==> src/rtl/sipo_pkg.sv <==
// Shared definitions for the serial link receive path: FSM state encoding
// and the default word width.
package sipo_pkg;

    typedef enum logic {
        ST_IDLE  = 1'b0,
        ST_SHIFT = 1'b1
    } state_e;

    localparam int unsigned WIDTH_DEFAULT = 4;

endpackage

==> src/rtl/sipo_rx.sv <==
// Serial-in parallel-out receiver: assembles WIDTH serial bits into a word,
// presents it on a valid/ready output, realigns on sync and flags overruns.
module sipo_rx
    import sipo_pkg::*;
#(
    parameter int unsigned WIDTH     = WIDTH_DEFAULT,
    parameter bit          LSB_FIRST = 1'b1
) (
    input  logic                     clk,
    input  logic                     rst,
    input  logic                     s_in,
    input  logic                     s_en,
    input  logic                     sync,
    output logic [WIDTH-1:0]         p_data,
    output logic                     p_valid,
    input  logic                     p_ready,
    output logic                     busy,
    output logic [$clog2(WIDTH)-1:0] bit_cnt,
    output logic                     overrun
);

    localparam int unsigned CW = $clog2(WIDTH);
    localparam logic [CW-1:0] LAST = CW'(WIDTH - 1);

    state_e           state_q, state_d;
    logic [WIDTH-1:0] sh_q, sh_d, sh_shift;
    logic [CW-1:0]    cnt_q, cnt_d;
    logic [WIDTH-1:0] pdata_q, pdata_d;
    logic             pvalid_q, pvalid_d;
    logic             ovr_q, ovr_d;

    always_comb begin
        if (LSB_FIRST) begin
            sh_shift = {s_in, sh_q[WIDTH-1:1]};
        end else begin
            sh_shift = {sh_q[WIDTH-2:0], s_in};
        end
    end

    always_comb begin
        sh_d     = sh_q;
        cnt_d    = cnt_q;
        state_d  = state_q;
        pdata_d  = pdata_q;
        pvalid_d = pvalid_q & ~p_ready;
        ovr_d    = 1'b0;
        if (sync) begin
            // Realignment: the shift register contents need no clearing, only
            // the count decides where the word boundary falls.
            if (s_en) begin
                sh_d    = sh_shift;
                cnt_d   = CW'(1);
                state_d = ST_SHIFT;
            end else begin
                cnt_d   = '0;
                state_d = ST_IDLE;
            end
        end else if (s_en) begin
            sh_d = sh_shift;
            if (cnt_q == LAST) begin
                cnt_d   = '0;
                state_d = ST_IDLE;
                if (pvalid_q && !p_ready) begin
                    ovr_d = 1'b1;
                end else begin
                    pdata_d  = sh_shift;
                    pvalid_d = 1'b1;
                end
            end else begin
                cnt_d   = cnt_q + CW'(1);
                state_d = ST_SHIFT;
            end
        end
    end

    always_ff @(posedge clk) begin
        if (rst) begin
            state_q  <= ST_IDLE;
            sh_q     <= '0;
            cnt_q    <= '0;
            pdata_q  <= '0;
            pvalid_q <= 1'b0;
            ovr_q    <= 1'b0;
        end else begin
            state_q  <= state_d;
            sh_q     <= sh_d;
            cnt_q    <= cnt_d;
            pdata_q  <= pdata_d;
            pvalid_q <= pvalid_d;
            ovr_q    <= ovr_d;
        end
    end

    assign p_data  = pdata_q;
    assign p_valid = pvalid_q;
    assign busy    = (state_q == ST_SHIFT);
    assign bit_cnt = cnt_q;
    assign overrun = ovr_q;

endmodule

==> config.mk <==
export PLATFORM = sky130hd
export DESIGN_NAME = sipo_rx
export DESIGN_NICKNAME = d
export VERILOG_FILES = /design/src/rtl/sipo_pkg.sv /design/src/rtl/sipo_rx.sv
export SDC_FILE = /design/constraint.sdc
export NUM_CORES = 1
export LEC_CHECK = 0
export BUFFER_PORTS_ARGS = -buffer_cell sky130_fd_sc_hd__buf_4
export CAP_MARGIN = 15
export CORE_AREA = 2 2 39 41
export DETAILED_ROUTE_END_ITERATION = 6
export DIE_AREA = 0 0 41 43
export SLEW_MARGIN = 20
export SYNTH_ARGS = -nofsm -noshare
export SYNTH_HDL_FRONTEND = slang
export SYNTH_SLANG_ARGS = --single-unit
export TNS_END_PERCENT = 1
==> constraint.sdc <==
create_clock -name clk -period 1.3 [get_ports clk]
set_input_delay 0.26 -clock clk [delete_from_list [all_inputs] [get_ports clk]]
set_output_delay 0.26 -clock clk [all_outputs]
set_load 0.005 [all_outputs]
==> impl_metrics.yaml, run 1 <==
job:
  max-cap-violations: 0
yosys:
  synth_cells: 48
  synth_edf_count: 0
  seq_area_frac_synth_pct: 47.8
  syn-num-nets: 55
  yosysWarnings: 0
  syn_area_um2: 503
  ys_async_sr_fraction_pct: 0
  ys_types: 16
  synth_most_common_cell: "dfxtp_1"
  synth_area_leaders: "dfxtp_1, mux2i_1, nand2b_1"
  synth_area_leader_cell: "dfxtp_1"
  synth.avg_cell_area_um2: 10.5
  yosys.area.top_type_share_pct: 47.8
  ys_seq_elements: 12
  ys_top_cells_by_count: "dfxtp_1, nand2b_1, mux2i_1"
  ys.flop_type: "dfxtp_1"
cts:
  post-cts-setup-buffers: 0
  clock_latency_ns: 0.28
  root_buffer: "clkbuf_4"
  numCtsBuffers: 3
  clk_pin_slew_ns: 0.08
  clkSinkCount: 12
  htreeDepth: 1
  cts_resized: 0
  ctsHoldBuffers: 0
  cts.path.max_buffers: 2
  cts_tree: "built"
status:
  status: "finished clean"
grt:
  grt_pass1_vias: 312
  grt_busiest_layer: "met2"
  use_met2_pct: 14.7
  met3_usage_pct: 3.14
  gr-total-overflow: 0
  grt_pass1_wl_mm: 1.30
  grtUsageMet1_pct: 14.3
  grt_util_all_layers_pct: 11.6
  grt_max_degree: 17
  antenna_found_initial: 0
power:
  pwr-share-seq_pct: 51.2
  p_switching_uw: 164
  p_clk_share_pct: 40.8
  comb_power_share_pct: 8.0
  max-vdd-ir-drop_mv: 0.474
  power_density_nw_per_um2: 1140
  switching_share_pct: 22.0
  p_leak_nw: 0.290
  power.internal_uw: 581
routing:
  ant_nets: 0
  via_count: 357
  drtIter0Drc: 2
  post_drt_wl_per_cell_um: 10.3
  routed_wirelength_um: 822
  firstDrtPassIters: 2
  viasPerCell: 4.46
  drc: 0
floorplan:
  start_util_pct: 36.3
  die_y_um: 43
  core_um2: 1380
  io_pins: 15
  row_count: 14
  die_area_um2: 1760
  die_w_um: 41
cells_and_area:
  multi_input_area_um2: 239
  syn2layout_area_growth_pct: 29.6
  nets: 72
  finalInstanceArea_um2: 652
  seq_area_um2: 240
  fillers: 127
  antenna_cells: 0
  drive_above_1_share_pct: 31.3
  final_cells: 80
timing:
  final-max-slew-violation-count: 0
  hold_viol: 0
  fmax_ghz: 0.834
  setup-tns-final_ns: 0
  period_needed_ns: 1.20
  grt_setup_unrepaired: "false"
  slew-limit-headroom_pct: 90.8
  fin_worst_skew_ns: 0.00120
  worst_slew_pin_slew_ns: 0.134
  setup_viol: 0
  finalCritPeriodShare_pct: 92.3
critical_path:
  crit_fanout: 4
  cp.required_ns: 1.51
  crit_type: "flip-flop to flip-flop"
  crit_path_end_kind: "flip-flop"
  critPathArrivalTime_ns: 1.41
  cp-start-kind: "flip-flop"
placement:
  place_area_um2: 616
  gp_congestion: 0.736
  dp_hpwl_um: 587
  io_buffers: 14
  dp.cells: 76
hold_path:
  hp-class: "primary input to flip-flop"
layout make-up:
class,instances,area share (%)
flip-flops and latches,12,36.9
clock buffers,4,5.57
repair buffers,15,17.3
inverters,1,0.576
multi-input cells,32,36.7
well taps,16,3.07
placed cells by master, fill, tap and decap left out, drive strengths merged:
master and n:
inv 1, nand3b 1, clkbuf 4, nor2 4, buf 15, xnor2 1, a21oi 2, nor2b 2
ha 1, dfxtp 12, nand2b 9, nor3 2, or3b 1, o21ai 1, mux2i 8
kinds of logic after synthesis:
family / count (synthesis) / share of synthesized area, %
fa+ha+maj: 1 / 2.49
flops: 12 / 47.8
simple gates: 19 / 24.4
mux: 8 / 15.9
compound gates: 3 / 2.98
xor+xnor: 1 / 1.74
buf+inv: 4 / 4.72
path summary, 6_finish.rpt:
path / startpoint / endpoint / slack, ns / cells past startpoint
worst max-delay path: bit_cnt[1] / p_data[0] / 0.10 / 5
worst min-delay path: sync / bit_cnt[1] / 0.17 / 2
worst max register to register: bit_cnt[1] / p_data[0] / 0.10 / 5
worst min register to register: p_data[2] / p_data[2] / 0.47 / 2
per-stage QoR:
| step | setup WS (ns) | total power [mW] | hold slack, ns | util [%] |
|---|---|---|---|---|
| 3_3_place_gp | 0.123 | 0.450 | 0.469 | 44.5 |
| 2_1_floorplan | 0.165 | 0.426 | 0.339 | - |
| 3_5_place_dp | 0.110 | 0.451 | 0.464 | 44.5 |
| 6_report | 0.101 | 0.745 | 0.172 | 47.1 |
| 5_1_grt | 0.0299 | 0.780 | 0.173 | 47.1 |
| 4_1_cts | 0.0866 | 0.759 | 0.166 | 47.1 |
routing by layer:
metal / up-vias / part of all wire [%]
met2: 10 / 45
li1: 189 / -
met5: - / 0
met1: 156 / 47
met4: 0 / 3.0
met3: 2 / 5.5
registers in the layout, indices dropped and copies added (netlist names):
name     count
p_data       4
sh_q         3
bit_cnt      2
busy         1
overrun      1
p_valid      1
power groups by stage:
stage | combinational (mW) | sequential (mW) | clock, mW
2_1_floorplan | 0.0356 | 0.390 | 0
3_3_place_gp | 0.0598 | 0.391 | 0
3_5_place_dp | 0.0600 | 0.391 | 0
4_1_cts | 0.0603 | 0.382 | 0.316
5_1_grt | 0.0649 | 0.384 | 0.331
6_report | 0.0594 | 0.382 | 0.304
worst max-delay path: stages, from the launching register on:
cell and delay (ns):
dfxtp_1 0.36, ha_1 0.22, nand3b_4 0.09, nor2b_1 0.12, buf_4 0.15, mux2i_1 0.18
Power figures use the tool's default switching activity.
==> run 2, diff against run 1 <==
==> constraint.sdc (replaced) <==
create_clock -name clk -period 1.5 [get_ports clk]
set_input_delay 0.3 -clock clk [delete_from_list [all_inputs] [get_ports clk]]
set_output_delay 0.3 -clock clk [all_outputs]
set_load 0.005 [all_outputs]
==> run 2 against run 1 <==
Against the previous run: via count grew 1.4%; core utilization down 0.99 points; global-route usage rose by 0.52 points; critical path depth did not move; routed wire length is 1.9% lower; first-iteration DRC count grew to 2.5 times the previous value; combinational power shrank 14%; fmax increased by 1.1%; worst setup slack gained 0.21 ns; worst hold slack improved by 0.063 ns; final cell count shrank 1.3%; final area fell by 2.1%; largest cell class unchanged; largest power group unchanged; highest routed layer unchanged.
==> impl_metrics.yaml, run 2 (synthesis gave the netlist of run 1 again) <==
timing:
  fin_ws_ns: 0.313
  final-max-slew-violation-count: 0
  fmax_ghz: 0.843
  hold_viol: 0
  setup_viol: 0
  worst_slew_pin_slew_ns: 0.123
  setup-tns-final_ns: 0
  fin_worst_skew_ns: 0.00354
  grt_setup_unrepaired: "false"
  finalCritPeriodShare_pct: 79.1
  period_needed_ns: 1.19
  slew-limit-headroom_pct: 91.5
grt:
  grt_pass1_vias: 326
  antenna_found_initial: 0
  grt_util_all_layers_pct: 12.1
  grt_max_degree: 17
  gr-total-overflow: 0
  grt_pass1_wl_mm: 1.34
critical_path:
  r2r_start: "bit_cnt[1]"
  cpMaxStageDelayCell: "dfxtp_1"
  cp-start-kind: "flip-flop"
  crit_type: "flip-flop to flip-flop"
  crit_path_end_kind: "flip-flop"
  critPathArrivalTime_ns: 1.38
  cp_cell_sequence: "ha_1 -> nand3b_4 -> nor2b_1 -> buf_4 -> mux2i_1"
  crit_path_start: "bit_cnt[1]"
  crit_fanout: 4
  cp.required_ns: 1.69
  cp_slowest_stage_delay_ns: 0.36
routing:
  ant_nets: 0
  routed_wirelength_um: 806
  post_drt_wl_per_cell_um: 10.2
  via_count: 362
  firstDrtPassIters: 2
  drtIter0Drc: 5
  drc: 0
  viasPerCell: 4.58
cts:
  clock_latency_ns: 0.26
  cts_resized: 0
  cts.path.max_buffers: 2
  cts_tree: "built"
  numCtsBuffers: 3
  clkSinkCount: 12
  root_buffer: "clkbuf_4"
  clk_pin_slew_ns: 0.07
  post-cts-setup-buffers: 0
  ctsHoldBuffers: 0
  htreeDepth: 1
cells_and_area:
  fillers: 142
  drive_above_1_share_pct: 30.2
  post-route-util_pct: 46.1
  final_cells: 79
  antenna_cells: 0
  final_cell_mix: "buf_4, dfxtp_1, nand2b_1, mux2i_1, nor2_1"
  largest_reg_flops: 4
  finalInstanceArea_um2: 638
  nets: 72
  layout_commonest_cell: "buf_4"
  syn2layout_area_growth_pct: 26.9
placement:
  gp_congestion: 0.659
  pre_cts_ws_ns: 0.333
  place_area_um2: 616
  dp.cells: 76
  io_buffers: 14
floorplan:
  die_y_um: 43
  start_util_pct: 36.3
  die_w_um: 41
  core_um2: 1380
  io_pins: 15
  die_area_um2: 1760
  row_count: 14
power:
  p_leak_nw: 0.283
  power_density_nw_per_um2: 895
  max-vdd-ir-drop_mv: 0.372
status:
  status: "finished clean"
hold_path:
  hp-class: "primary input to flip-flop"
  hp-start: "sync"
job:
  max-cap-violations: 0
[run 2: cell types whose count changed in the layout (fill, tap and decap cells not counted)]
cell / previous run / this run
clkbuf_8: 1 / 0
[run 2: critical path: cells and delay by family, from the launching register on]
family	cells	cell delay, ns
flops	1	0.36
fa+ha+maj	1	0.22
simple gates	2	0.20
mux	1	0.18
buf+inv	1	0.15
[run 2: metal layers]
metal / vias up / part of all wire (%) / track usage, %
li1: 187 / - / -
met1: 165 / 49 / 14.1
met2: 8 / 45 / 14.7
met3: 2 / 4.6 / 6.28
met4: 0 / 1.7 / 12.0
met5: - / 0 / 0
[run 2: final cells by class]
cell class / count / area, µm² / share of cell area [%]
timing repair buffer: 15 / 113 / 17.6
tap: 16 / 20.0 / 3.14
sequential: 12 / 240 / 37.6
clock buffer: 3 / 22.5 / 3.53
multi-input combinational: 32 / 239 / 37.5
inverter: 1 / 3.75 / 0.588
[run 2: report_power, final]
part | internal [mW] | leakage [nW] | total (mW) | switching (mW)
clock | 0.0927 | 0.0138 | 0.189 | 0.0961
sequential | 0.326 | 0.0976 | 0.331 | 0.00528
combinational | 0.0297 | 0.171 | 0.0512 | 0.0214
[run 2: stage by stage]
stage               power, mW  hold slack, ns
floorplan               0.369           0.379
global placement        0.390           0.467
finish                  0.571           0.235
CTS                     0.584           0.229
detailed placement      0.391           0.467
global route            0.613           0.219
[run 2: path summary, 6_finish.rpt]
kind	endpoint	slack, ns	depth (start not counted)
setup / recovery	p_data[0]	0.31	5
hold / removal	bit_cnt[1]	0.24	2
setup reg to reg	p_data[0]	0.31	5
hold reg to reg	p_data[2]	0.48	2
==> run 3, diff against run 2 <==
--- a/config.mk
+++ b/config.mk
@@ -5,6 +5,7 @@
 export SDC_FILE = /design/constraint.sdc
 export NUM_CORES = 1
 export LEC_CHECK = 0
+export ABC_AREA = 1
 export BUFFER_PORTS_ARGS = -buffer_cell sky130_fd_sc_hd__buf_4
 export CAP_MARGIN = 15
 export CORE_AREA = 2 2 39 41
==> constraint.sdc (replaced) <==
create_clock -name clk -period 1.2 [get_ports clk]
set_input_delay 0.24 -clock clk [delete_from_list [all_inputs] [get_ports clk]]
set_output_delay 0.24 -clock clk [all_outputs]
set_load 0.005 [all_outputs]
==> run 3 against run 2 <==
Against the previous run: synthesized area down 1.2%; via count is 19% higher; core utilization rose by 0.63 points; sequential share of layout area down 0.51 points; combinational power increased by 38%; final cell count up 20%; register-to-register slack worse by 0.16 ns.
==> impl_metrics.yaml, run 3 <==
yosys:
  syn-num-nets: 69
  ys_seq_elements: 12
  synth.avg_cell_area_um2: 8.01
  ys_top_cells_by_count: "dfxtp_1, nand2_1, nor2_1"
  synth_area_leaders: "dfxtp_1, a21oi_1, nand2_1"
  yosys.area.top_type_share_pct: 48.4
  synth_most_common_cell: "dfxtp_1"
  synth_edf_count: 0
  seq_area_frac_synth_pct: 48.4
  syn_area_um2: 497
  synth_cells: 62
  yosysWarnings: 0
  ys_types: 18
  ys_async_sr_fraction_pct: 0
  synth_area_leader_cell: "dfxtp_1"
  ys.flop_type: "dfxtp_1"
cells_and_area:
  final_cell_mix: "buf_4, dfxtp_1, nor2_1, nand2_1, a21oi_1"
  post-route-util_pct: 46.7
  layout_commonest_cell: "buf_4"
  largest_reg_flops: 4
  syn2layout_area_growth_pct: 30.2
  nets: 87
  antenna_cells: 0
  fillers: 141
  drive_above_1_share_pct: 30.4
cts:
  clkSinkCount: 12
  ctsHoldBuffers: 0
  htreeDepth: 1
  cts_resized: 0
  cts.path.max_buffers: 2
  clock_latency_ns: 0.27
  post-cts-setup-buffers: 0
  clk_pin_slew_ns: 0.07
  root_buffer: "clkbuf_4"
  numCtsBuffers: 3
  cts_tree: "built"
floorplan:
  row_count: 14
  die_y_um: 43
  start_util_pct: 35.9
  core_um2: 1380
  die_w_um: 41
  io_pins: 15
  die_area_um2: 1760
timing:
  fmax_ghz: 0.952
  final-max-slew-violation-count: 0
  period_needed_ns: 1.05
  finalCritPeriodShare_pct: 87.5
  setup-tns-final_ns: 0
  setup_viol: 0
  fin_worst_skew_ns: 0.00272
  slew-limit-headroom_pct: 84.6
  worst_slew_pin_slew_ns: 0.229
  hold_viol: 0
  grt_setup_unrepaired: "false"
grt:
  antenna_found_initial: 0
  grt_util_all_layers_pct: 12.3
  grt_pass1_wl_mm: 1.43
  gr-total-overflow: 0
  grt_pass1_vias: 350
  grt_max_degree: 12
power:
  p_leak_nw: 0.307
  power_density_nw_per_um2: 1250
  max-vdd-ir-drop_mv: 0.602
  p_total_uw: 807
critical_path:
  cpMaxStageDelayCell: "dfxtp_1"
  cp_slowest_stage_delay_ns: 0.36
  crit_fanout: 4
  cp-start-kind: "flip-flop"
  path_buf_inv: 1
  crit_path_end_kind: "flip-flop"
  crit_type: "flip-flop to flip-flop"
  cp_cell_sequence: "ha_1 -> nand2_2 -> inv_1 -> nand4_1 -> nand2_1 -> nor2_1"
  path_delay_family: "flip-flops"
  critPathArrivalTime_ns: 1.22
  cp.required_ns: 1.37
routing:
  drtIter0Drc: 2
  viasPerCell: 4.52
  firstDrtPassIters: 2
  drc: 0
  ant_nets: 0
  via_count: 429
  routed_wirelength_um: 859
  post_drt_wl_per_cell_um: 9.04
status:
  status: "finished clean"
job:
  max-cap-violations: 0
hold_path:
  hp-class: "primary input to flip-flop"
placement:
  dp_hpwl_um: 667
  gp_congestion: 0.753
  io_buffers: 14
-- run 3: cell count changes after synthesis, sizes merged, moves of 2 or more --
cell / before / now
a21oi: 2 / 7
clkbuf: 2 / 0
clkinv: 0 / 2
inv: 1 / 7
mux2i: 8 / 0
nand2: 0 / 12
nand2b: 9 / 0
nand4: 0 / 4
nor2: 4 / 10
nor2b: 2 / 0
o21ai: 1 / 4
-- run 3: stage by stage --
stage	cell area (µm²)	hold WS, ns	instances	worst slack, ns
finish	647	0.117	95	0.150
global placement	611	0.407	91	0.184
floorplan	497	0.309	62	0.221
detailed placement	611	0.409	91	0.143
global route	647	0.110	95	0.0277
CTS	647	0.115	95	0.141
-- run 3: power by group --
group          switching [mW]  internal, mW
combinational          0.0385        0.0319
sequential            0.00681         0.411
clock                   0.135         0.185
-- run 3: worst paths after layout --
| path | from | end | slack [ns] | cells after the start |
|---|---|---|---|---|
| worst max-delay path | bit_cnt[1] | p_data[3] | 0.15 | 6 |
| worst min-delay path | rst | p_valid | 0.12 | 2 |
| worst max register to register | bit_cnt[1] | p_data[3] | 0.15 | 6 |
| worst min register to register | sh_q[3] | sh_q[2] | 0.48 | 2 |
-- run 3: routing by layer --
layer / vias up / GRT usage, % / wire length [µm]
met5: - / 0 / 0
met4: 0 / 10.0 / 34
met3: 5 / 3.14 / 54
met2: 13 / 15.6 / 356
met1: 177 / 16.8 / 413
li1: 234 / - / -
-- run 3: worst reg2reg max path, stage by stage (launching register included) --
cell     delay, ns
dfxtp_1       0.36
ha_1          0.19
nand2_2       0.09
inv_1         0.11
nand4_1       0.09
nand2_1       0.07
nor2_1        0.04
-- run 3: cell type report --
class	instances	area (µm²)	area share (%)
tap	16	20.0	3.09
clock buffer	4	36.3	5.61
sequential	12	240	37.1
multi-input combinational	40	210	32.5
timing repair buffer	14	105	16.2
inverter	9	35.0	5.42
-- run 3: cells by family after synthesis --
family / Yosys count / share of synthesized area, %
AOI/OAI and AO/OA: 11 / 11.1
DFF: 12 / 48.4
buffers and inverters: 10 / 9.32
adders and majority gates: 1 / 2.52
and+or+nand+nor: 28 / 28.7
